## src/rtl/multicycle_ctrl.sv

```systemverilog
// Sequencing FSM for a multi-cycle RV32I core sharing one memory port.
// Optional perf counters: define MULTICYCLE_PERF_CNT_EN.
module multicycle_ctrl #(
  parameter int DATA_WIDTH  = 32,
  parameter int MEM_TIMEOUT = 15,
  parameter int TO_W        = 8
) (
  input  logic                  clk,
  input  logic                  rst_n,
  input  logic [DATA_WIDTH-1:0] instr,
  input  logic                  EQ,
  input  logic                  mem_ready,
  output logic                  mem_req,
  output logic                  mem_we,
  output logic                  AdrSrc,
  output logic                  IRWrite,
  output logic                  pc_en,
  output logic [1:0]            pc_sel,
  output logic [1:0]            ResultSrc,
  output logic [2:0]            ALUctrl,
  output logic                  ALUsrc,
  output logic [1:0]            ImmSrc,
  output logic                  RegWrite,
  output logic                  MemWrite,
  output logic                  halted,
`ifdef MULTICYCLE_PERF_CNT_EN
  output logic [31:0]           cycle_cnt,
  output logic [31:0]           instret_cnt,
`endif
  output logic [2:0]            state
);

  typedef enum logic [2:0] {
    S_FETCH  = 3'd0,
    S_DECODE = 3'd1,
    S_EXEC   = 3'd2,
    S_MEM    = 3'd3,
    S_WB     = 3'd4,
    S_TRAP   = 3'd5
  } state_e;

  localparam logic [6:0] OP_R    = 7'b0110011;
  localparam logic [6:0] OP_I    = 7'b0010011;
  localparam logic [6:0] OP_LW   = 7'b0000011;
  localparam logic [6:0] OP_SW   = 7'b0100011;
  localparam logic [6:0] OP_BR   = 7'b1100011;
  localparam logic [6:0] OP_JAL  = 7'b1101111;
  localparam logic [6:0] OP_JALR = 7'b1100111;
  localparam logic [6:0] OP_LUI  = 7'b0110111;

  localparam logic [2:0] ALU_ADD = 3'b000;
  localparam logic [2:0] ALU_SUB = 3'b001;
  localparam logic [2:0] ALU_AND = 3'b010;
  localparam logic [2:0] ALU_OR  = 3'b011;
  localparam logic [2:0] ALU_SLT = 3'b101;

  localparam logic [TO_W-1:0] TO_LAST = TO_W'(MEM_TIMEOUT - 1);

  state_e          state_q, state_d;
  logic [TO_W-1:0] cnt_q, cnt_d;

  logic [6:0] op;
  logic [2:0] f3;
  logic       f7b;
  logic       is_r, is_i, is_lw, is_sw, is_br;
  logic       is_jal, is_jalr, is_lui;
  logic       alu_ok, legal, taken, mem_wait, to_hit;
  logic [2:0] alu_f, alu_x;
  logic       src_x;
  logic [1:0] imm_x;
  logic       unused_ok;

  assign op  = instr[6:0];
  assign f3  = instr[14:12];
  assign f7b = instr[30];
  assign unused_ok = ^{instr[31], instr[29:15], instr[11:7]};

  always_comb begin
    is_r    = (op == OP_R);
    is_i    = (op == OP_I);
    is_lw   = (op == OP_LW);
    is_sw   = (op == OP_SW);
    is_br   = (op == OP_BR);
    is_jal  = (op == OP_JAL);
    is_jalr = (op == OP_JALR);
    is_lui  = (op == OP_LUI);
    alu_f   = ALU_ADD;
    alu_ok  = 1'b1;
    unique case (f3)
      3'b000:  alu_f = (is_r && f7b) ? ALU_SUB : ALU_ADD;
      3'b010:  alu_f = ALU_SLT;
      3'b110:  alu_f = ALU_OR;
      3'b111:  alu_f = ALU_AND;
      default: alu_ok = 1'b0;
    endcase
    legal = ((is_r || is_i) && alu_ok)
         || ((is_lw || is_sw) && f3 == 3'b010)
         || (is_br && f3[2:1] == 2'b00)
         || (is_jalr && f3 == 3'b000)
         || is_jal || is_lui;
    imm_x = 2'b00;
    alu_x = ALU_ADD;
    src_x = 1'b1;
    unique case (1'b1)
      is_r:    begin alu_x = alu_f; src_x = 1'b0; end
      is_i:    alu_x = alu_f;
      is_sw:   imm_x = 2'b01;
      is_br:   begin imm_x = 2'b10; alu_x = ALU_SUB; src_x = 1'b0; end
      is_jal:  imm_x = 2'b11;
      default: ;
    endcase
    taken = f3[0] ? !EQ : EQ;
  end

  always_comb begin
    state_d   = state_q;
    cnt_d     = cnt_q;
    mem_req   = 1'b0;
    mem_we    = 1'b0;
    AdrSrc    = 1'b0;
    IRWrite   = 1'b0;
    pc_en     = 1'b0;
    pc_sel    = 2'b00;
    ResultSrc = 2'b00;
    ALUctrl   = ALU_ADD;
    ALUsrc    = 1'b0;
    ImmSrc    = 2'b00;
    RegWrite  = 1'b0;
    MemWrite  = 1'b0;
    halted    = 1'b0;
    // to_hit: this wait cycle is the one that brings the count to MEM_TIMEOUT
    mem_wait  = 1'b0;
    to_hit    = 1'b0;
    unique case (state_q)
      S_FETCH: begin
        mem_req = 1'b1;
        if (mem_ready) begin
          IRWrite = 1'b1;
          state_d = S_DECODE;
        end else begin
          mem_wait = 1'b1;
          to_hit   = (cnt_q == TO_LAST);
        end
      end
      S_DECODE: begin
        ImmSrc  = imm_x;
        state_d = legal ? S_EXEC : S_TRAP;
      end
      S_EXEC: begin
        ImmSrc  = imm_x;
        ALUctrl = alu_x;
        ALUsrc  = src_x;
        if (is_br) begin
          pc_en   = 1'b1;
          pc_sel  = taken ? 2'd1 : 2'd0;
          state_d = S_FETCH;
        end else if (is_lw || is_sw) begin
          state_d = S_MEM;
        end else begin
          state_d = S_WB;
        end
      end
      S_MEM: begin
        ImmSrc   = imm_x;
        ALUsrc   = 1'b1;
        mem_req  = 1'b1;
        AdrSrc   = 1'b1;
        mem_we   = is_sw;
        MemWrite = is_sw;
        if (mem_ready) begin
          pc_en   = is_sw;
          state_d = is_sw ? S_FETCH : S_WB;
        end else begin
          mem_wait = 1'b1;
          to_hit   = (cnt_q == TO_LAST);
        end
      end
      S_WB: begin
        ImmSrc   = imm_x;
        ALUctrl  = alu_x;
        ALUsrc   = src_x;
        RegWrite = 1'b1;
        pc_en    = 1'b1;
        pc_sel   = is_jal ? 2'd1 : (is_jalr ? 2'd2 : 2'd0);
        ResultSrc = (is_jal || is_jalr) ? 2'd2
                  : is_lw  ? 2'd1
                  : is_lui ? 2'd3 : 2'd0;
        state_d  = S_FETCH;
      end
      default: begin
        halted  = 1'b1;
        state_d = S_TRAP;
      end
    endcase
    if (to_hit) state_d = S_TRAP;
    if (state_d != state_q && (state_d == S_FETCH || state_d == S_MEM))
      cnt_d = '0;
    else if (mem_wait)
      cnt_d = cnt_q + 1'b1;
    // everything quiet while reset is held, including the FETCH request
    if (!rst_n) begin
      mem_req  = 1'b0;
      AdrSrc   = 1'b0;
      IRWrite  = 1'b0;
      mem_we   = 1'b0;
      MemWrite = 1'b0;
      halted   = 1'b0;
    end
  end

  assign state = state_q;

  always_ff @(posedge clk or negedge rst_n) begin
    if (!rst_n) begin
      state_q <= S_FETCH;
      cnt_q   <= '0;
    end else begin
      state_q <= state_d;
      cnt_q   <= cnt_d;
    end
  end

`ifdef MULTICYCLE_PERF_CNT_EN
  logic [31:0] cyc_q, ret_q;

  always_ff @(posedge clk or negedge rst_n) begin
    if (!rst_n) begin
      cyc_q <= '0;
      ret_q <= '0;
    end else begin
      if (state_q != S_TRAP) cyc_q <= cyc_q + 32'd1;
      if (pc_en) ret_q <= ret_q + 32'd1;
    end
  end

  assign cycle_cnt   = cyc_q;
  assign instret_cnt = ret_q;
`endif

endmodule

```

## config.mk

```make
export PLATFORM = sky130hd
export DESIGN_NAME = multicycle_ctrl
export DESIGN_NICKNAME = d
export VERILOG_FILES = /design/src/rtl/multicycle_ctrl.sv
export SDC_FILE = /design/constraint.sdc
export NUM_CORES = 1
export LEC_CHECK = 0
export BUFFER_PORTS_ARGS = -buffer_cell sky130_fd_sc_hd__buf_4
export CAP_MARGIN = 20
export CORE_MARGIN = 2
export CORE_UTILIZATION = 45
export DETAILED_ROUTE_END_ITERATION = 12
export MAX_ROUTING_LAYER = met4
export PLACE_DENSITY_LB_ADDON = 0.08
export SLEW_MARGIN = 10
export SYNTH_ARGS = -nofsm -noshare
export SYNTH_HDL_FRONTEND = slang
export SYNTH_SLANG_ARGS = --single-unit
export TNS_END_PERCENT = 5
```

## constraint.sdc

```tcl
create_clock -name clk -period 2.45 [get_ports clk]
set_clock_uncertainty 0.2 [all_clocks]
set_input_delay 0.49 -clock clk [delete_from_list [all_inputs] [get_ports clk]]
set_output_delay 0.49 -clock clk [all_outputs]
set_load 0.005 [all_outputs]
```

==> summary.txt, run 1 <==
Run status
  – Status: completed

Detailed routing
  – Final WL: 3030 um
  – Vias: 1245
  – Initial DRC count: 22
  – Avg Vias per Cell: 5.74
  – DR pass1 iterations: 4
  – Number of remaining DRC errors: 0
  – DRT antenna net count: 0
  – Drt wl/cell: 14.0 um

Timing
  – Final Max Slew Viols: 0
  – RSZ-0062 raised after global routing: yes
  – Worst-Margin Slew: 0.386 ns
  – Final hold viol count: 0
  – Slew headroom: 74.2%
  – Min Hold Slack: 0.378 ns
  – Min Clock Period, post-route: 2.39 ns
  – Final worst-path cycle share: 97.4%
  – Fmax: 419 MHz
  – Final setup vio count: 0

Yosys
  – Synth Flop Type: dfrtp_1
  – Post-Syn Area per Cell: 7.71 sq um
  – Distinct cells, synth: 49
  – Synth top area cells: dfrtp_1 (23%), a21oi_1 (7.3%), xor2_1 (6.7%), nor2_1 (4.2%), nand2_1 (3.2%)
  – Yosys reg bits: 11
  – Netlist Area Pre-Place: 1170 sq um
  – Post-synthesis cell count: 152
  – Seq/Total Area, Yosys: 23.5%
  – Async S/R FF share, synth: 100%
  – Synthesized Nets: 190
  – Top-area cell type share of the netlist area: 23.5%
  – Synth Warn #: 0
  – Post-synth top area cell: dfrtp_1
  – Post-synth EDFFs: 0

Die
  – Die Y: 55.0 um
  – Initial Utilization: 47.3%
  – Rows: 18
  – Die Span X: 55.0 um
  – Ports: 57
  – Die area: 3030 sq um
  – Core box area: 2480 sq um

Critical path
  – CP dominant cell by count: and3_1
  – Top delay family on crit path: buffers and inverters
  – Worst r2r src: cnt_q[0]
  – Max incr delay on CP: 0.55 ns
  – Worst endpoint data arrival time: 1.70 ns
  – Crit Path Max Fanout: 14
  – Critical path endpoint category: output pin
  – Slowest cell on the critical path: dlygate4sd3_1
  – Critical Path RT: 1.76 ns
  – Reg2reg end: cnt_q[2]
  – Crit-path cells: dlygate4sd3_1 -> buf_6 -> and3_1 -> and3_1 -> buf_4
  – Cells on worst reg2reg path: 7
  – Reg2reg setup slack: 0.41 ns
  – Startpoint types: input pin
  – Crit path kind: input pin to output pin
  – Crit path buf inv count: 3
  – Crit. Startpoint: rst_n

Clocking
  – CTS tree: built
  – CTS Buf Count: 3
  – Clk slew on worst S/H paths: 0.07 ns
  – Postcts setup bufs: 0
  – Clock Latency Late Sink: 0.27 ns
  – Clock Sinks: 11
  – Clock root buffer: clkbuf_4
  – H-tree depth: 1
  – Clock buffer depth: 2

Worst hold path
  – Hold Path End: state[1]
  – Hold path startpoint: instr[4]
  – HP Class: input pin to register
  – Worst Hold Depth: 4

Place
  – DP Area: 1460 sq um
  – GP Congestion: 0.869
  – Post-DP HPWL: 2390 um
  – Number of buffers added on ports: 35

Global route
  – Global-route usage over all layers: 22.9%
  – Vias in the first global route: 1059
  – Initial antenna violation count: 0
  – First-pass GRT wire length: 4910 um
  – Global route total overflow: 0
  – Largest net degree at the start of global routing: 15

Power
  – NetSw: 103 uW
  – Static leakage: 0.000650 uW
  – Combinational share of power: 18.3%
  – Switching Share: 27.0%
  – Seq pwr share: 48.7%
  – Internal power: 279 uW
  – Clock power share: 33.0%
  – Maximum VDD drop: 0.000357 V
  – Pwr dens: 254 nW/um^2

Cells and area
  – Total Nets Final: 226
  – Final Cell Area: 1510 sq um
  – Fillers: 243
  – P&R area growth vs syn: 28.4%
  – Antenna diodes: 0
  – Fraction of layout cells with a size suffix above 1: 29.4%

Flow run
  – Max_cap viols: 0
-- cell usage after synthesis (2+ instances only) --
library cell   n
a21oi_1       17
nor2_1        13
dfrtp_1       11
nand2_1       10
xor2_1         9
inv_1          7
nor3_1         7
nand4_1        6
nor2b_1        6
and3_1         4
nand2b_1       4
o21ai_0        4
buf_4          3
clkbuf_1       3
nand3_1        3
nor3b_1        3
a31oi_1        2
and2_2         2
and2b_1        2
buf_2          2
ha_1           2
nand4b_1       2
o21ai_1        2
o32ai_1        2
or3_1          2
-- sequential cells by signal (all words and copies together) (netlist names) --
signal	flops
state	3
cnt_q	8
-- routing by layer --
metal / vias up / wire, um / share of wire, % / global-route usage [%]
met5: - / 0 / 0 / -
met4: 0 / 4 / 0.13 / 2.44
met3: 2 / 152 / 5.0 / 6.45
met2: 34 / 1420 / 47 / 35.1
met1: 591 / 1450 / 48 / 31.2
li1: 618 / - / - / -
-- cell usage in the layout, fill, tap and decap left out, types with 2 or more instances in the layout --
master	netlist	routed
ha_1	2	2
nor3_1	7	7
o21ai_1	2	2
and2b_1	2	2
nand3_1	3	3
nand2b_1	4	4
nand2_1	10	10
and3_1	4	4
buf_4	3	38
a31oi_1	2	2
nor3b_1	3	3
clkbuf_4	0	3
and2_2	2	2
nand4b_1	2	2
o21ai_0	4	4
nor2_1	13	13
nor2b_1	6	6
nand4_1	6	6
dfrtp_1	11	10
o32ai_1	2	2
a21oi_1	17	16
inv_1	7	7
xor2_1	9	9
-- repair_timing --
item	in CTS	in global routing
gates resized for setup	0	4
hold buffers	1	0
endpoints found under the setup margin	0	6
hold endpoints to repair	11	0
-- power groups by stage --
stage / combinational (uW) / clock [uW] / sequential (uW)
6_report: 70.1 / 126 / 186
5_1_grt: 78.4 / 137 / 186
4_1_cts: 69.2 / 131 / 186
3_5_place_dp: 67.7 / 0 / 190
3_3_place_gp: 64.8 / 0 / 189
2_1_floorplan: 32.1 / 0 / 189
-- logic make-up (layout without fill, tap and decap cells) --
group	Yosys count	in the layout	share of synthesized area [%]
xor gates and xnor gates	10	10	7.47
AOI/OAI and AO/OA	39	39	23.2
buffers and inverters	16	51	6.30
and+or+nand+nor	74	74	37.5
adders and majority gates	2	2	2.13
DFF	11	11	23.5
-- through the flow --
stage          util [%]  setup TNS (ns)  setup WS [ns]  power, uW  instances
2_1_floorplan         -               0          0.234        221        152
3_3_place_gp       58.7               0         0.0900        254        212
3_5_place_dp       58.7               0         0.0544        257        212
4_1_cts            60.2               0         0.0228        386        217
5_1_grt            60.8         -0.0415        -0.0216        402        217
6_report           60.8               0         0.0636        382        217
-- worst reg2reg max path, cell delays in order (launching register included) --
cell	delay, ns
dfrtp_1	0.47
inv_1	0.08
ha_1	0.19
nor2b_1	0.12
nand4b_1	0.14
nand2_1	0.17
a211oi_4	0.42
a21oi_1	0.13
-- layout make-up --
type | instances | area (sq um) | share of cell area [%]
sequential | 11 | 277 | 18.4
inverter | 7 | 26.3 | 1.75
clock buffer | 4 | 26.3 | 1.75
tap | 30 | 37.5 | 2.49
multi-input combinational | 125 | 832 | 55.3
timing repair buffer | 40 | 307 | 20.4
-- worst max-delay path by stage --
stage                           end  cells after the start  slack (ns)
after CTS                  MemWrite                      5        0.02
final                      MemWrite                      5        0.06
after detailed placement  pc_sel[0]                      7        0.05
after global routing         mem_we                      5       -0.02
after floorplan           pc_sel[0]                      6        0.23
after global placement    pc_sel[0]                      7        0.09
Power figures use the tool's default switching activity.
==> inputs of run 2 (changes only) <==
--- a/config.mk
+++ b/config.mk
@@ -10,7 +10,6 @@
 export CORE_MARGIN = 2
 export CORE_UTILIZATION = 45
 export DETAILED_ROUTE_END_ITERATION = 12
-export MAX_ROUTING_LAYER = met4
 export PLACE_DENSITY_LB_ADDON = 0.08
 export SLEW_MARGIN = 10
 export SYNTH_ARGS = -nofsm -noshare
==> summary.txt, run 2 (synthesis gave the netlist of run 1 again) <==
Cells and area
  – Register area: 277 sq um (unchanged)
  – Total Nets Final: 227 (+0.44%)
  – Final Cell Area: 1500 sq um (about the same)
  – P&R area growth vs syn: 28.3% (about the same)
  – Fraction of layout cells with a size suffix above 1: 28.7% (-0.69 points)
  – Commonest non-fill, non-tap cells in the layout: buf_4 (39), a21oi_1 (17), nor2_1 (13)
  – Commonest non-fill, non-tap cell in the layout: buf_4
  – Fillers: 232 (-4.5%)
  – Antenna diodes: 0 (unchanged)
  – Max reg flops: 8 (unchanged)
  – Reg with most FFs: cnt_q
  – Area of the multi-input gates: 823 sq um (-1.1%)

Clocking
  – Clock Sinks: 11 (unchanged)
  – Clock root buffer: clkbuf_4
  – Postcts setup bufs: 0 (unchanged)
  – Clock Latency Late Sink: 0.27 ns (about the same)
  – Clk slew on worst S/H paths: 0.07 ns (about the same)
  – Clock buffer depth: 2 (unchanged)
  – H-tree depth: 1 (unchanged)
  – CTS Buf Count: 3 (unchanged)
  – CTS tree: built

Die
  – Initial Utilization: 47.3% (unchanged)
  – Rows: 18 (unchanged)
  – Core box area: 2480 sq um (unchanged)
  – Die Y: 55.0 um (unchanged)
  – Ports: 57 (unchanged)
  – Die area: 3030 sq um (unchanged)
  – Die Span X: 55.0 um (unchanged)

Worst hold path
  – HP Class: register to register
  – Worst Hold Depth: 2 (-2)
  – Hold path startpoint: cnt_q[3]
  – Hold Path End: cnt_q[3]

Detailed routing
  – DR pass1 iterations: 4 (unchanged)
  – Avg Vias per Cell: 5.70 (-0.70%)
  – Initial DRC count: 17 (-23%)
  – DRT antenna net count: 0 (unchanged)
  – Drt wl/cell: 13.6 um (-2.8%)
  – Number of remaining DRC errors: 0 (unchanged)
  – Final WL: 2960 um (-2.3%)
  – Vias: 1242 (-0.24%)

Timing
  – Setup TNS: 0 ns (unchanged)
  – Final Max Slew Viols: 0 (unchanged)
  – Worst-Margin Slew: 0.366 ns (-0.0196 ns)
  – Final hold viol count: 0 (unchanged)
  – Final worst-path cycle share: 97.5% (about the same)
  – Min Hold Slack: 0.377 ns (-0.00152 ns)
  – Slew headroom: 75.5% (+1.3 points)
  – Min Clock Period, post-route: 2.39 ns (+0.00154 ns)
  – Fmax: 419 MHz (about the same)
  – Final setup vio count: 0 (unchanged)
  – RSZ-0062 raised after global routing: no

Critical path
  – Critical Path RT: 1.76 ns (about the same)
  – Crit path kind: input pin to output pin
  – Crit Path Max Fanout: 14 (unchanged)
  – Worst endpoint data arrival time: 1.70 ns (about the same)
  – Startpoint types: input pin
  – Worst r2r src: state[2]
  – Critical path endpoint category: output pin
  – Crit. Startpoint: rst_n
  – Cells on worst reg2reg path: 6 (-1)
  – Reg2reg end: cnt_q[5]
  – Reg2reg setup slack: 0.36 ns (-0.05 ns)

Global route
  – Global-route usage over all layers: 20.6% (-2.3 points)
  – Global route total overflow: 0 (unchanged)
  – Largest net degree at the start of global routing: 15 (unchanged)
  – First-pass GRT wire length: 4560 um (-7.0%)
  – Initial antenna violation count: 0 (unchanged)
  – Vias in the first global route: 1027 (-3.0%)

Power
  – Static leakage: 0.000653 uW (+0.46%)
  – Pwr dens: 252 nW/um^2 (-0.76%)
  – Maximum VDD drop: 0.000273 V (-24%)
  – Internal power: 279 uW (about the same)
  – Seq pwr share: 49.0% (+0.3 points)
  – NetSw: 100 uW (-2.9%)
  – Switching Share: 26.5% (-0.57 points)
  – Pwr Total: 379 uW (-0.84%)
  – Clock power share: 32.7% (-0.3 points)
  – Combinational share of power: 18.3% (about the same)

Place
  – GP Congestion: 0.853 (-1.9%)
  – Number of buffers added on ports: 35 (unchanged)
  – Post-DP HPWL: 2340 um (-2.4%)
  – DP Area: 1460 sq um (+0.52%)

Run status
  – Status: completed

Flow run
  – Max_cap viols: 0 (unchanged)
run 2: how the worst max path moves through the flow:
stage / slack [ns] / endpoint / cells after the start
floorplan: 0.23 / pc_sel[0] / 6
global placement: 0.09 / pc_sel[0] / 7
detailed placement: 0.09 / pc_sel[0] / 7
CTS: 0.02 / mem_we / 5
global route: 0.0002 / MemWrite / 5
finish: 0.06 / mem_we / 5
run 2: worst max-delay path: stages:
cell and delay (ns):
dlygate4sd3_1 0.55, buf_6 0.16, and3_1 0.18, and3_1 0.19, buf_4 0.13
run 2: power groups by stage:
stage	Combinational [uW]	Sequential [uW]	Clock [uW]
after floorplan	32.1	189	0
after global placement	64.7	189	0
after detailed placement	67.3	189	0
after CTS	68.8	186	128
after global routing	77.1	186	136
final	69.4	186	124
run 2: cell type report:
cell class,instances,area share (%)
clock buffers,4,1.75
inverters,7,1.75
multi-input cells,125,54.7
flip-flops and latches,11,18.4
well taps,30,2.50
repair buffers,41,20.9
run 2: what timing repair did:
| action | in CTS | in global routing |
|---|---|---|
| endpoints found under the hold margin | 11 | 0 |
| hold buffers | 1 | 0 |
| gates resized for setup | 0 | 2 |
| endpoints found under the setup margin | 0 | 4 |
run 2: stage by stage:
stage | utilization (%) | setup slack, ns | cells
detailed placement | 59.0 | 0.0855 | 213
finish | 60.7 | 0.0620 | 218
global route | 60.7 | 0.000202 | 218
floorplan | - | 0.234 | 152
global placement | 59.0 | 0.0902 | 213
CTS | 60.5 | 0.0188 | 218
run 2: routing by layer:
layer,up-vias,routed length (um),global-route usage (%),part of all wire [%]
li1,624,-,-,-
met1,585,1410,28.0,48
met2,33,1380,32.9,47
met3,0,163,5.91,5.5
met4,0,0,3.25,0
met5,-,0,0,0
